<file path="config.mk">
export PLATFORM = sky130hd
export DESIGN_NAME = cacheline_arbiter
export DESIGN_NICKNAME = d
export VERILOG_FILES = /design/src/rtl/cacheline_arbiter.sv
export SDC_FILE = /design/constraint.sdc
export NUM_CORES = 1
export LEC_CHECK = 0
export ABC_AREA = 1
export CAP_MARGIN = 30
export CORE_AREA = 3 3 388 390
export CTS_CLUSTER_SIZE = 30
export DETAILED_ROUTE_END_ITERATION = 8
export DIE_AREA = 0 0 391 393
export GPL_ROUTABILITY_DRIVEN = 1
export PLACE_DENSITY_LB_ADDON = 0.15
export SYNTH_ARGS = -nofsm -noshare
export SYNTH_HDL_FRONTEND = slang
export SYNTH_SLANG_ARGS = --single-unit
</file>
<file path="constraint.sdc">
create_clock -name clk -period 3.8 [get_ports clk]
set_input_delay 0.57 -clock clk [delete_from_list [all_inputs] [get_ports clk]]
set_output_delay 0.57 -clock clk [all_outputs]
set_load 0.01 [all_outputs]
</file>
<file path="src/rtl/cacheline_arbiter.sv">
// Round-robin arbiter + line/burst adaptor: NUM_CH cache line ports onto one burst memory bus.
// Latency: grant 1 cycle after request, then BEATS accepted beats, then a 1-cycle resp pulse.
// Backpressure: memory paces beats with resp_i (gaps allowed); clients hold requests until resp.
//
// Ports:
//   clk, reset_n                      clock, async active-low reset
//   ch_address_i/read_i/write_i/line_i per-channel line requests (slice c = channel c)
//   line_o, ch_resp_o                 returned line and one-hot completion pulse
//   address_o, read_o, write_o        memory request (held for the whole transaction)
//   burst_o, burst_i, resp_i          write beat, read beat, beat strobe
module cacheline_arbiter #(
  parameter int LINE_W  = 256,
  parameter int BURST_W = 64,
  parameter int NUM_CH  = 2,
  parameter int ADDR_W  = 32
) (
  input  logic                       clk,
  input  logic                       reset_n,
  input  logic [NUM_CH*ADDR_W-1:0]   ch_address_i,
  input  logic [NUM_CH-1:0]          ch_read_i,
  input  logic [NUM_CH-1:0]          ch_write_i,
  input  logic [NUM_CH*LINE_W-1:0]   ch_line_i,
  output logic [LINE_W-1:0]          line_o,
  output logic [NUM_CH-1:0]          ch_resp_o,
  input  logic [BURST_W-1:0]         burst_i,
  output logic [BURST_W-1:0]         burst_o,
  output logic [ADDR_W-1:0]          address_o,
  output logic                       read_o,
  output logic                       write_o,
  input  logic                       resp_i
);

  localparam int BEATS = LINE_W / BURST_W;
  localparam int OFF   = $clog2(LINE_W / 8);
  localparam int CNT_W = (BEATS > 1) ? $clog2(BEATS) : 1;
  localparam int GNT_W = (NUM_CH > 1) ? $clog2(NUM_CH) : 1;

  typedef enum logic [1:0] {IDLE, READ, WRITE, RESP} state_e;

  state_e             state_q, state_d;
  // last_grant doubles as the grant index of the transaction in flight.
  logic [GNT_W-1:0]   last_grant_q, last_grant_d;
  logic [ADDR_W-1:0]  addr_q, addr_d;
  logic [LINE_W-1:0]  line_buf_q, line_buf_d;
  logic [CNT_W-1:0]   beat_cnt_q, beat_cnt_d;

  logic [NUM_CH-1:0]  pending;
  logic               found;
  logic [GNT_W-1:0]   pick;
  logic               sel_wr;
  logic [ADDR_W-1:0]  sel_addr;
  logic [LINE_W-1:0]  sel_line;
  logic               last_beat;

  assign pending   = ch_read_i | ch_write_i;
  assign last_beat = (beat_cnt_q == CNT_W'(BEATS - 1));

  // Round-robin search: first pass covers channels above last_grant, second pass
  // wraps around to channels at or below it, so the search starts at last_grant+1.
  always_comb begin
    found    = 1'b0;
    pick     = '0;
    sel_wr   = 1'b0;
    sel_addr = '0;
    sel_line = '0;
    for (int pass = 0; pass < 2; pass++) begin
      for (int j = 0; j < NUM_CH; j++) begin
        if (!found && pending[j] &&
            ((pass == 0) ? (GNT_W'(j) > last_grant_q) : (GNT_W'(j) <= last_grant_q))) begin
          found    = 1'b1;
          pick     = GNT_W'(j);
          sel_wr   = ch_write_i[j];  // write wins when both are raised
          sel_addr = ch_address_i[j*ADDR_W +: ADDR_W];
          sel_line = ch_line_i[j*LINE_W +: LINE_W];
        end
      end
    end
  end

  always_comb begin
    state_d      = state_q;
    last_grant_d = last_grant_q;
    addr_d       = addr_q;
    line_buf_d   = line_buf_q;
    beat_cnt_d   = beat_cnt_q;
    read_o       = 1'b0;
    write_o      = 1'b0;
    address_o    = '0;
    burst_o      = '0;
    line_o       = '0;
    ch_resp_o    = '0;

    case (state_q)
      IDLE: begin
        if (found) begin
          last_grant_d     = pick;
          addr_d           = sel_addr;
          addr_d[OFF-1:0]  = '0;
          beat_cnt_d       = '0;
          if (sel_wr) begin
            line_buf_d = sel_line;
            state_d    = WRITE;
          end else begin
            state_d    = READ;
          end
        end
      end

      READ: begin
        read_o    = 1'b1;
        address_o = addr_q;
        if (resp_i) begin
          for (int b = 0; b < BEATS; b++) begin
            if (beat_cnt_q == CNT_W'(b)) line_buf_d[b*BURST_W +: BURST_W] = burst_i;
          end
          if (last_beat) begin
            beat_cnt_d = '0;
            state_d    = RESP;
          end else begin
            beat_cnt_d = beat_cnt_q + CNT_W'(1);
          end
        end
      end

      WRITE: begin
        write_o   = 1'b1;
        address_o = addr_q;
        for (int b = 0; b < BEATS; b++) begin
          if (beat_cnt_q == CNT_W'(b)) burst_o = line_buf_q[b*BURST_W +: BURST_W];
        end
        if (resp_i) begin
          if (last_beat) begin
            beat_cnt_d = '0;
            state_d    = RESP;
          end else begin
            beat_cnt_d = beat_cnt_q + CNT_W'(1);
          end
        end
      end

      RESP: begin
        line_o = line_buf_q;
        for (int j = 0; j < NUM_CH; j++) begin
          if (GNT_W'(j) == last_grant_q) ch_resp_o[j] = 1'b1;
        end
        state_d = IDLE;
      end

      default: state_d = IDLE;
    endcase
  end

  always_ff @(posedge clk or negedge reset_n) begin
    if (!reset_n) begin
      state_q      <= IDLE;
      last_grant_q <= GNT_W'(NUM_CH - 1);  // channel 0 has first priority
      addr_q       <= '0;
      line_buf_q   <= '0;
      beat_cnt_q   <= '0;
    end else begin
      state_q      <= state_d;
      last_grant_q <= last_grant_d;
      addr_q       <= addr_d;
      line_buf_q   <= line_buf_d;
      beat_cnt_q   <= beat_cnt_d;
    end
  end

endmodule

</file>
# [Yosys cells after proc, flatten, opt, wreduce, memory -nomap -nowiden]
# Index checks and enable logic that the tools add are counted.
[word_totals] register_bits=288 inputBits=647 word_cells=99
[op_classes] n_addsub=1 magnitude_cmp=4 n_eq_ne=15 muxes=48 bitwise_logic=1 reduce_logical=22
[op_table] operator="two-way mux 256 bit" n=8
[op_table] operator="two-way mux 64 bit" n=9
[op_table] operator="one-hot mux 256 bit (2 select lines)" n=1
[op_table] operator="two-way mux 32 bit" n=5
[op_table] operator="AND reduction 5 bit" n=4
[op_table] operator="two-way mux 2 bit" n=8
[op_table] operator="two-way mux 1 bit" n=15
[op_table] operator="!= test 2 bit (second input constant)" n=7
[op_table] operator="equality test 2 bit (second input constant)" n=4
[op_table] operator="logical AND 1 bit" n=7
[op_table] operator="one-hot mux 2 bit (3 select lines)" n=1
[op_table] operator="AND reduction 3 bit" n=2
[op_table] operator="equality test 2 x 1 -> 1 bit (second input constant)" n=2
[op_table] operator="zero test 2 bit" n=2
[op_table] operator="!= test 2 x 1 -> 1 bit (second input constant)" n=2
[op_table] operator="one-hot mux 2 bit (2 select lines)" n=1
[op_table] operator="nonzero test 2 bit" n=2
[op_table] operator="zero test 1 bit" n=3
[op_table] operator="adder 2 x 1 -> 2 bit (second input constant)" n=1
[op_table] operator="greater-than comparator 1 bit (first input constant)" n=2
[op_table] operator="less-or-equal comparator 1 bit (first input constant)" n=2
[op_table] operator="OR 2 bit" n=1
[op_table] operator="AND reduction 2 bit" n=1
[op_table] operator="OR reduction 2 bit" n=1

# [Depth between registers and ports, before layout]
# Gate-level depths: netlist of the first run.
[depth] depth_word=18 ltp_mapped=12

# [Worst setup path before layout of the first run]
# No wires, ideal clock.
[synth_timing] path_kind="flip-flop to output port" start="register beat_cnt_q[0]" end="output burst_o[53]" arrival_time_ps=1708 path_slack_ps=1522 stages_incl_launch_ff=9 path_buffers=2 cell_sequence="dfrtp_1 > inv_1 > ha_1 > clkbuf_1 > buf_1 > a21oi_1 > o21ai_0 > o21ai_0 > a21oi_1"
[synth_via] elab_chain_len=6 elab_cells_between_ends=9
[synth_rtl] item="from (decl)" line="45" text="logic [CNT_W-1:0] beat_cnt_q, beat_cnt_d;"
[synth_rtl] item="from (signal assigned)" line="165" text="beat_cnt_q <= beat_cnt_d;"
[synth_rtl] item="zero test 2 bit" line="129" text="if (beat_cnt_q == CNT_W'(b)) burst_o = line_buf_q[b*BURST_W +: BURST_W];"
[synth_rtl] item="two-way mux 64 bit (3 in series)" line="129"
[synth_rtl] item="two-way mux 64 bit (*)" line="129"
[synth_rtl] item="two-way mux 64 bit (*)" line="93" text="case (state_q)"
[synth_rtl] item="to (decl)" line="26" text="output logic [BURST_W-1:0] burst_o,"
# Every way passes the cells marked *; elsewhere a longest branch is shown, timed or not.

# [Worst setup path after layout of the first run]
[layout_timing] start="register beat_cnt_q[0]" end="output burst_o[29]"
# Same word-level chain as after synthesis.

==> summary.md, run 1 <==
| Metric | Value |
|---|---|
| Critical path, cell by cell | inv_1, ha_2, inv_6, buf_12, o21ai_1, o21ai_0, a21oi_1, clkdlybuf4s50_1 |
| F_max | 0.2733 GHz |
| Hold WC Path Type | in2async |
| Slew at the pin closest to its max-slew limit | around 940 ps |
| Pwr dens | 797.1 mW/mm^2 |
| Syn-to-layout area delta | 62.74% |
| Xor and xnor area share after synthesis | 0% |
| Filler cell count | 17.02k |
| Yosys warns | 0 |
| Worst skew pair latency | 590 ps |
| Setup Viol. Count Final | 0 |
| Status | complete, no violations |
| Post-CTS Repair Setup Buffers | 0 |
| CTS H-Tree Depth | 2 |
| Core Area | 0.1475 sq mm |
| First-pass GRT wire length | 213400 microns |
| Sequential area share after synthesis | 32.75% |
| Post-synthesis mux area share | 0% |
| DR pass1 iterations | 5 |
| Crit Path Max Fanout | 65 |
| Hold Slack | 67.03 ps |
| Gr ovfl total | 0 |
| Final period util | 96.29% |
| CP max stage cell | clkdlybuf4s50_1 |
| Post-synth ARST share | 100.0% |
| Total GRT Usage | 19.28% |
| Synthesized-area fraction occupied by adder cells | 0.4548% |
| I/O Pins | 1003 |
| EDFF count, synth | 0 |
| Top_reg_cell synth | dfrtp_1 |
| Initial antenna violation count | 13 |
| Tmin final | 3659 ps |
| Worst path depth | 8 |
| Syn Inst Count | 3841 |
| Buffers on Ports | 987 |
| Via density | 4.250 |
| CTS Sinks | 288 |
| Top cell family by delay on the critical path | buffers and inverters |
| Most numerous cell in the Yosys netlist | nand2_1 |
| Initial Util | around 15% |
| Library cells used by synthesis | 23 |
| Yosys reg bits | between 200 and 300 |
| Pre-CTS setup slack | 581.7 ps |
| CTS tree | done |
| Final number of hold-violating endpoints | 0 |
| Syn Area/Cell | 5.730 sq um |
| Final Max Tran Viols | 0 |
| Number of global-route vias before repair | 28.10k |
| Total routed wirelength | 155900 microns |
| Vias | 28.28k |
| DRC violation count after routing | 0 |
| CTS Root Cell | clkbuf_16 |
| Clock skew | 18.55 ps |
| Worst r2r path cells | 11 |
| Largest net degree at the start of global routing | 119 |
| Largest cells by area after synthesis | nand2_1, dfrtp_1, nand3_1, inv_1, o21ai_0 |
| Hold_buf cts | 0 |
| Lkg Pwr | 0.01911 uW |
| Maximum VDD drop | 0.6992 mV |
| Total of max-cap violations | 0 |
| Register area | around 0.0072 sq mm |
| Compound-Gate Fraction of Synth Area | 7.402% |
| CTS Buffer Depth | 3 |
| Multi-input combinational cell area | 0.01248 sq mm |
| Unrepaired setup endpoints after global routing | yes |
| Antenna Nets Post-Route | 0 |
| Critical path required time | 3230 ps |
| Synth top area share | 33.36% |
| Main combinational cell family by area after synthesis | simple AND/OR/NAND/NOR gates |
| Fin nets | 5341 |
| Die Span X | 391 microns |
| Die area | 0.1537 sq mm |
| Site row count | 141 |
| Share of cells above drive strength 1 | 4.451% |
| DR WL/cell | ~23 microns |
| Mapped Area | 0.02201 sq mm |
| Critical path arrival | 3090 ps |
| Initial DRC Count | 1793 |
| Synth area leader | nand2_1 |
| Fin util | 24.29% |
| Detailed Place HPWL | 119600 microns |
| Reg clk slew, reported paths | 60 ps |
| RePlAce Congestion | ~0.83 |
| Max stage delay on crit path | ~580 ps |
| CP bufs+invs | 4 |
| Die Ht | 393 microns |
| Setup ws final | approximately 140 ps |
| R2r setup slk | 1100 ps |
| CP endpoint kind | output pin |
| Kind of critical path | reg2out |
| Rel. slew slack | 37.42% |
| Startpoint types | flop |
| Most common library cells after synthesis | nand2_1, nand3_1, inv_1 |
| CTS Buf Count | 42 |
| Simple-gate area share of the yosys netlist | 48.29% |
cells in the final DEF, fill, tap and decap left out, types with 2 or more instances in the layout:
cell	instances
nand3_1	546
dfrtp_1	287
buf_16	2
nor2_1	70
nor2_4	4
clkbuf_16	43
buf_12	32
diode_2	6
inv_1	295
ha_4	5
ha_1	2
inv_2	3
a21oi_1	130
clkdlybuf4s50_1	977
o21ai_0	186
clkbuf_8	10
dlymetal6s2s_1	3
conb_1	5
inv_6	3
nand2_1	1956
clkinv_2	6
nand2_8	2
buf_4	83
clkbuf_1	13
nand3b_1	4
nand4_1	28
inv_8	3
o21ai_1	5
area by class of cell:
type / count / area share (%)
tap: 1930 / 6.742
inverter: 303 / 3.259
clock inverter: 11 / 0.2829
multi-input combinational: 2950 / 34.84
clock buffer: 65 / 3.455
sequential: 288 / 20.12
timing repair buffer: 1101 / 31.26
antenna: 6 / 0.04192
registers in the layout, indices dropped and copies added (netlist names):
signal        cells
last_grant_q      1
beat_cnt_q        2
addr_q           27
line_buf_q      256
state_q           2
logic make-up after synthesis:
logic type / count (synthesis)
compound gates: 324
fa+ha+maj: 8
buf+inv: 607
flops: 288
other cells: 1
simple gates: 2613
path summary, 6_finish.rpt:
check,from,to
setup / recovery,beat_cnt_q[0]$_DFFE_PN0P_,burst_o[29]
hold / removal,reset_n,line_buf_q[38]$_DFFE_PN0P_
setup reg to reg,state_q[0]$_DFFE_PN0P_,line_buf_q[218]$_DFFE_PN0P_
hold reg to reg,addr_q[6]$_DFFE_PN0P_,addr_q[6]$_DFFE_PN0P_
max in group asynchronous,reset_n,last_grant_q$_DFFE_PN1P_
min in group clk,addr_q[6]$_DFFE_PN0P_,addr_q[6]$_DFFE_PN0P_
metrics by stage:
stage / std cells / area (sq um) / setup TNS, ps / total power [uW]
CTS: 6647 / 35760 / 0 / 29070
finish: 6654 / 35820 / 0 / 28550
detailed placement: 6571 / 34400 / 0 / 24860
global route: 6653 / 35820 / -36.30 / 31020
global placement: 6571 / 34400 / 0 / 24860
floorplan: 3845 / 22020 / 0 / 15070
repair_timing:
action / in CTS / in global routing
setup endpoints to repair: 10 / 13
gates cloned: 0 / 1
resized for setup: 7 / 10
pin swaps: 0 / 0
per-layer routing:
layer	track usage [%]	part of all wire, %
met5	0	0.028
met4	6.005	3.2
met3	4.597	7.1
met2	32.41	47
met1	24.31	42
power breakdown:
group          total (uW)  switching (uW)  internal (uW)
registers            5870            1280           4590
clock network        3960            1660           2310
logic               18700           12400           6290
(Power assumes the default switching activity.)
==> run 2: changes to the inputs <==
CORE_AREA = 3 3 385 387   (was 3 3 388 390)
DIE_AREA = 0 0 388 390   (was 0 0 391 393)
PLACE_DENSITY_LB_ADDON = not set   (was 0.15)
==> summary.md, run 2 (synthesis results as in run 1) <==
| Metric | Value |
|---|---|
| Setup Viol. Count Final | 0 |
| CTS Buffer Depth | 3 |
| DRC violation count after routing | 0 |
| Beginning of the worst register-to-register path | state_q[0]$_DFFE_PN0P_ |
| Maximum VDD drop | 0.9484 mV |
| Commonest non-fill, non-tap cell in the layout | nand2_1 |
| Total routed wirelength | 160900 microns |
| Core Area | 0.1452 sq mm |
| RePlAce Congestion | 0.9297 |
| DR pass1 iterations | 5 |
| Worst r2r path cells | 8 |
| Power after layout | 28760 uW |
| Detailed Place HPWL | 127000 microns |
| Die Span X | just under 400 microns |
| Slew at the pin closest to its max-slew limit | 953.7 ps |
| First-pass GRT wire length | approximately 220000 microns |
| Max stage delay on crit path | 620 ps |
| Hold WC Path Type | reg2reg |
| Clock skew | about 43 ps |
| Largest register FFs | 256 |
| CTS H-Tree Depth | 2 |
| Unrepaired setup endpoints after global routing | yes |
| Total GRT Usage | 20.38% |
| Worst Hold Launch | addr_q[24]$_DFFE_PN0P_ |
| Antenna Nets Post-Route | 0 |
| Hold path cells | 2 |
| Fin nets | 5324 |
| Die area | 0.1513 sq mm |
| Commonest non-fill, non-tap cells in the layout | nand2_1, clkdlybuf4s50_1, nand3_1 |
| Worst skew pair latency | roughly 630 ps |
| Setup ws final | 80.81 ps |
| DR WL/cell | 24.30 microns |
| Post-Place Cells | 6540 |
| Reg clk slew, reported paths | about 60 ps |
| I/O Pins | 1003 |
| Startpoint types | flop |
| Gr ovfl total | 0 |
| Final period util | 97.87% |
| Syn-to-layout area delta | 62.08% |
| Via density | 4.415 |
| Filler cell count | 16.49k |
| Most flops, register | line_buf_q |
| Post-CTS Repair Setup Buffers | 0 |
| CP most frequent cell | o21ai_0 |
| Site row count | 140 |
| Final Max Tran Viols | 0 |
| Pwr dens | 806.3 mW/mm^2 |
| Critical path, cell by cell | inv_1, ha_2, inv_4, buf_12, o21ai_0, o21ai_0, a21oi_1, clkdlybuf4s50_1 |
| Initial antenna violation count | 11 |
| Final cell count without fillers | 6623 |
| CTS Sinks | 288 |
| Critical path arrival | 3150 ps |
| Worst Hold End | addr_q[24]$_DFFE_PN0P_ |
| R2r setup slk | approximately 1100 ps |
| Pre-CTS setup slack | 670.2 ps |
| CP max stage cell | clkdlybuf4s50_1 |
| Largest net degree at the start of global routing | 126 |
| Number of global-route vias before repair | approximately 28k |
| Worst path depth | 8 |
| Die Ht | 390 microns |
| CTS Root Cell | clkbuf_16 |
| Kind of critical path | reg2out |
| Vias | 29.24k |
| CP endpoint kind | output pin |
| Share of cells above drive strength 1 | ~4.2% |
| Status | complete, no violations |
| CTS Buf Count | 43 |
| Tmin final | ~3700 ps |
| F_max | 0.2689 GHz |
| Top cell family by delay on the critical path | buffers and inverters |
| Lkg Pwr | 0.01930 uW |
| Largest regs | line_buf_q: 256 flops, addr_q: 27 flops |
| Final number of hold-violating endpoints | 0 |
| Critical path required time | between 3000 and 4000 ps |
| Initial Util | ~15% |
| Initial DRC Count | 2241 |
| RR Endpoint | line_buf_q[156]$_DFFE_PN0P_ |
| CP bufs+invs | 4 |
| Total of max-cap violations | 0 |
| Buffers on Ports | 987 |
| CTS tree | done |
| Crit Path Max Fanout | 72 |
| Rel. slew slack | 36.42% |
-- run 2: cell type report --
type	count	area, sq um	area share [%]
antenna	7	17.52	0.04910
clock buffer	57	1159	3.248
clock inverter	18	167.7	0.4700
inverter	303	1162	3.258
multi-input combinational	2950	12490	35.03
sequential	288	7208	20.21
tap	1917	2399	6.724
timing repair buffer	1083	11070	31.02
-- run 2: how the worst max path moves through the flow --
stage / start / slack (ps) / to
global route: beat_cnt_q[0]$_DFFE_PN0P_ / -10 / burst_o[32]
CTS: beat_cnt_q[1]$_DFFE_PN0P_ / 0.08 / burst_o[1]
global placement: beat_cnt_q[1]$_DFFE_PN0P_ / 680 / burst_o[37]
finish: beat_cnt_q[0]$_DFFE_PN0P_ / 80 / burst_o[29]
floorplan: beat_cnt_q[0]$_DFFE_PN0P_ / 1520 / burst_o[53]
detailed placement: ch_read_i[0] / 670 / line_buf_q[156]$_DFFE_PN0P_
-- run 2: layer usage --
metal  track usage [%]  up-vias  wire [microns]
met5                 0        -              12
met4             5.974        2            4985
met3             5.039      156           12920
met2             34.00     1290           75370
met1             25.94    14180           67650
li1                  -    13610               -
-- run 2: per-stage QoR --
stage / setup TNS (ps) / hold WS [ps] / utilization, % / area [sq um]
after global placement: 0 / 480.8 / 23.58 / 34240
after floorplan: 0 / 274.4 / - / 22020
after CTS: 0 / 442.3 / 24.50 / 35580
final: 0 / 497.8 / 24.57 / 35670
after detailed placement: 0 / 483.7 / 23.58 / 34240
after global routing: -12.55 / 477.2 / 24.56 / 35670
-- run 2: where the power goes --
group / internal (uW) / leakage, uW / total, uW / switching, uW
combinational: 6110 / 0.0150 / 18800 / 12700
sequential: 4590 / 0.00363 / 5980 / 1400
clock: 2220 / 0.000646 / 3970 / 1750
total: 12900 / 0.0193 / 28800 / 15800
-- run 2: what timing repair did --
item | CTS | global route
gates resized for setup | 9 | 28
hold endpoints to repair | 3 | 0
hold buffers | 1 | 0
endpoints found under the setup margin | 13 | 33
gates cloned | 0 | 0
-- run 2: worst reg2reg max path, cell delays in order, from the launching register on --
cell	delay (ps)
dfrtp_1	470
inv_1	160
ha_1	240
buf_4	400
nand3_2	260
nand3b_1	190
buf_4	540
nand2_1	290
nand2_1	100
==> run 3: changes to the inputs <==
CTS_CLUSTER_SIZE = not set   (was 30)
==> results of run 3 <==
No change in the layout: final DEF, timing and power equal those of run 2.
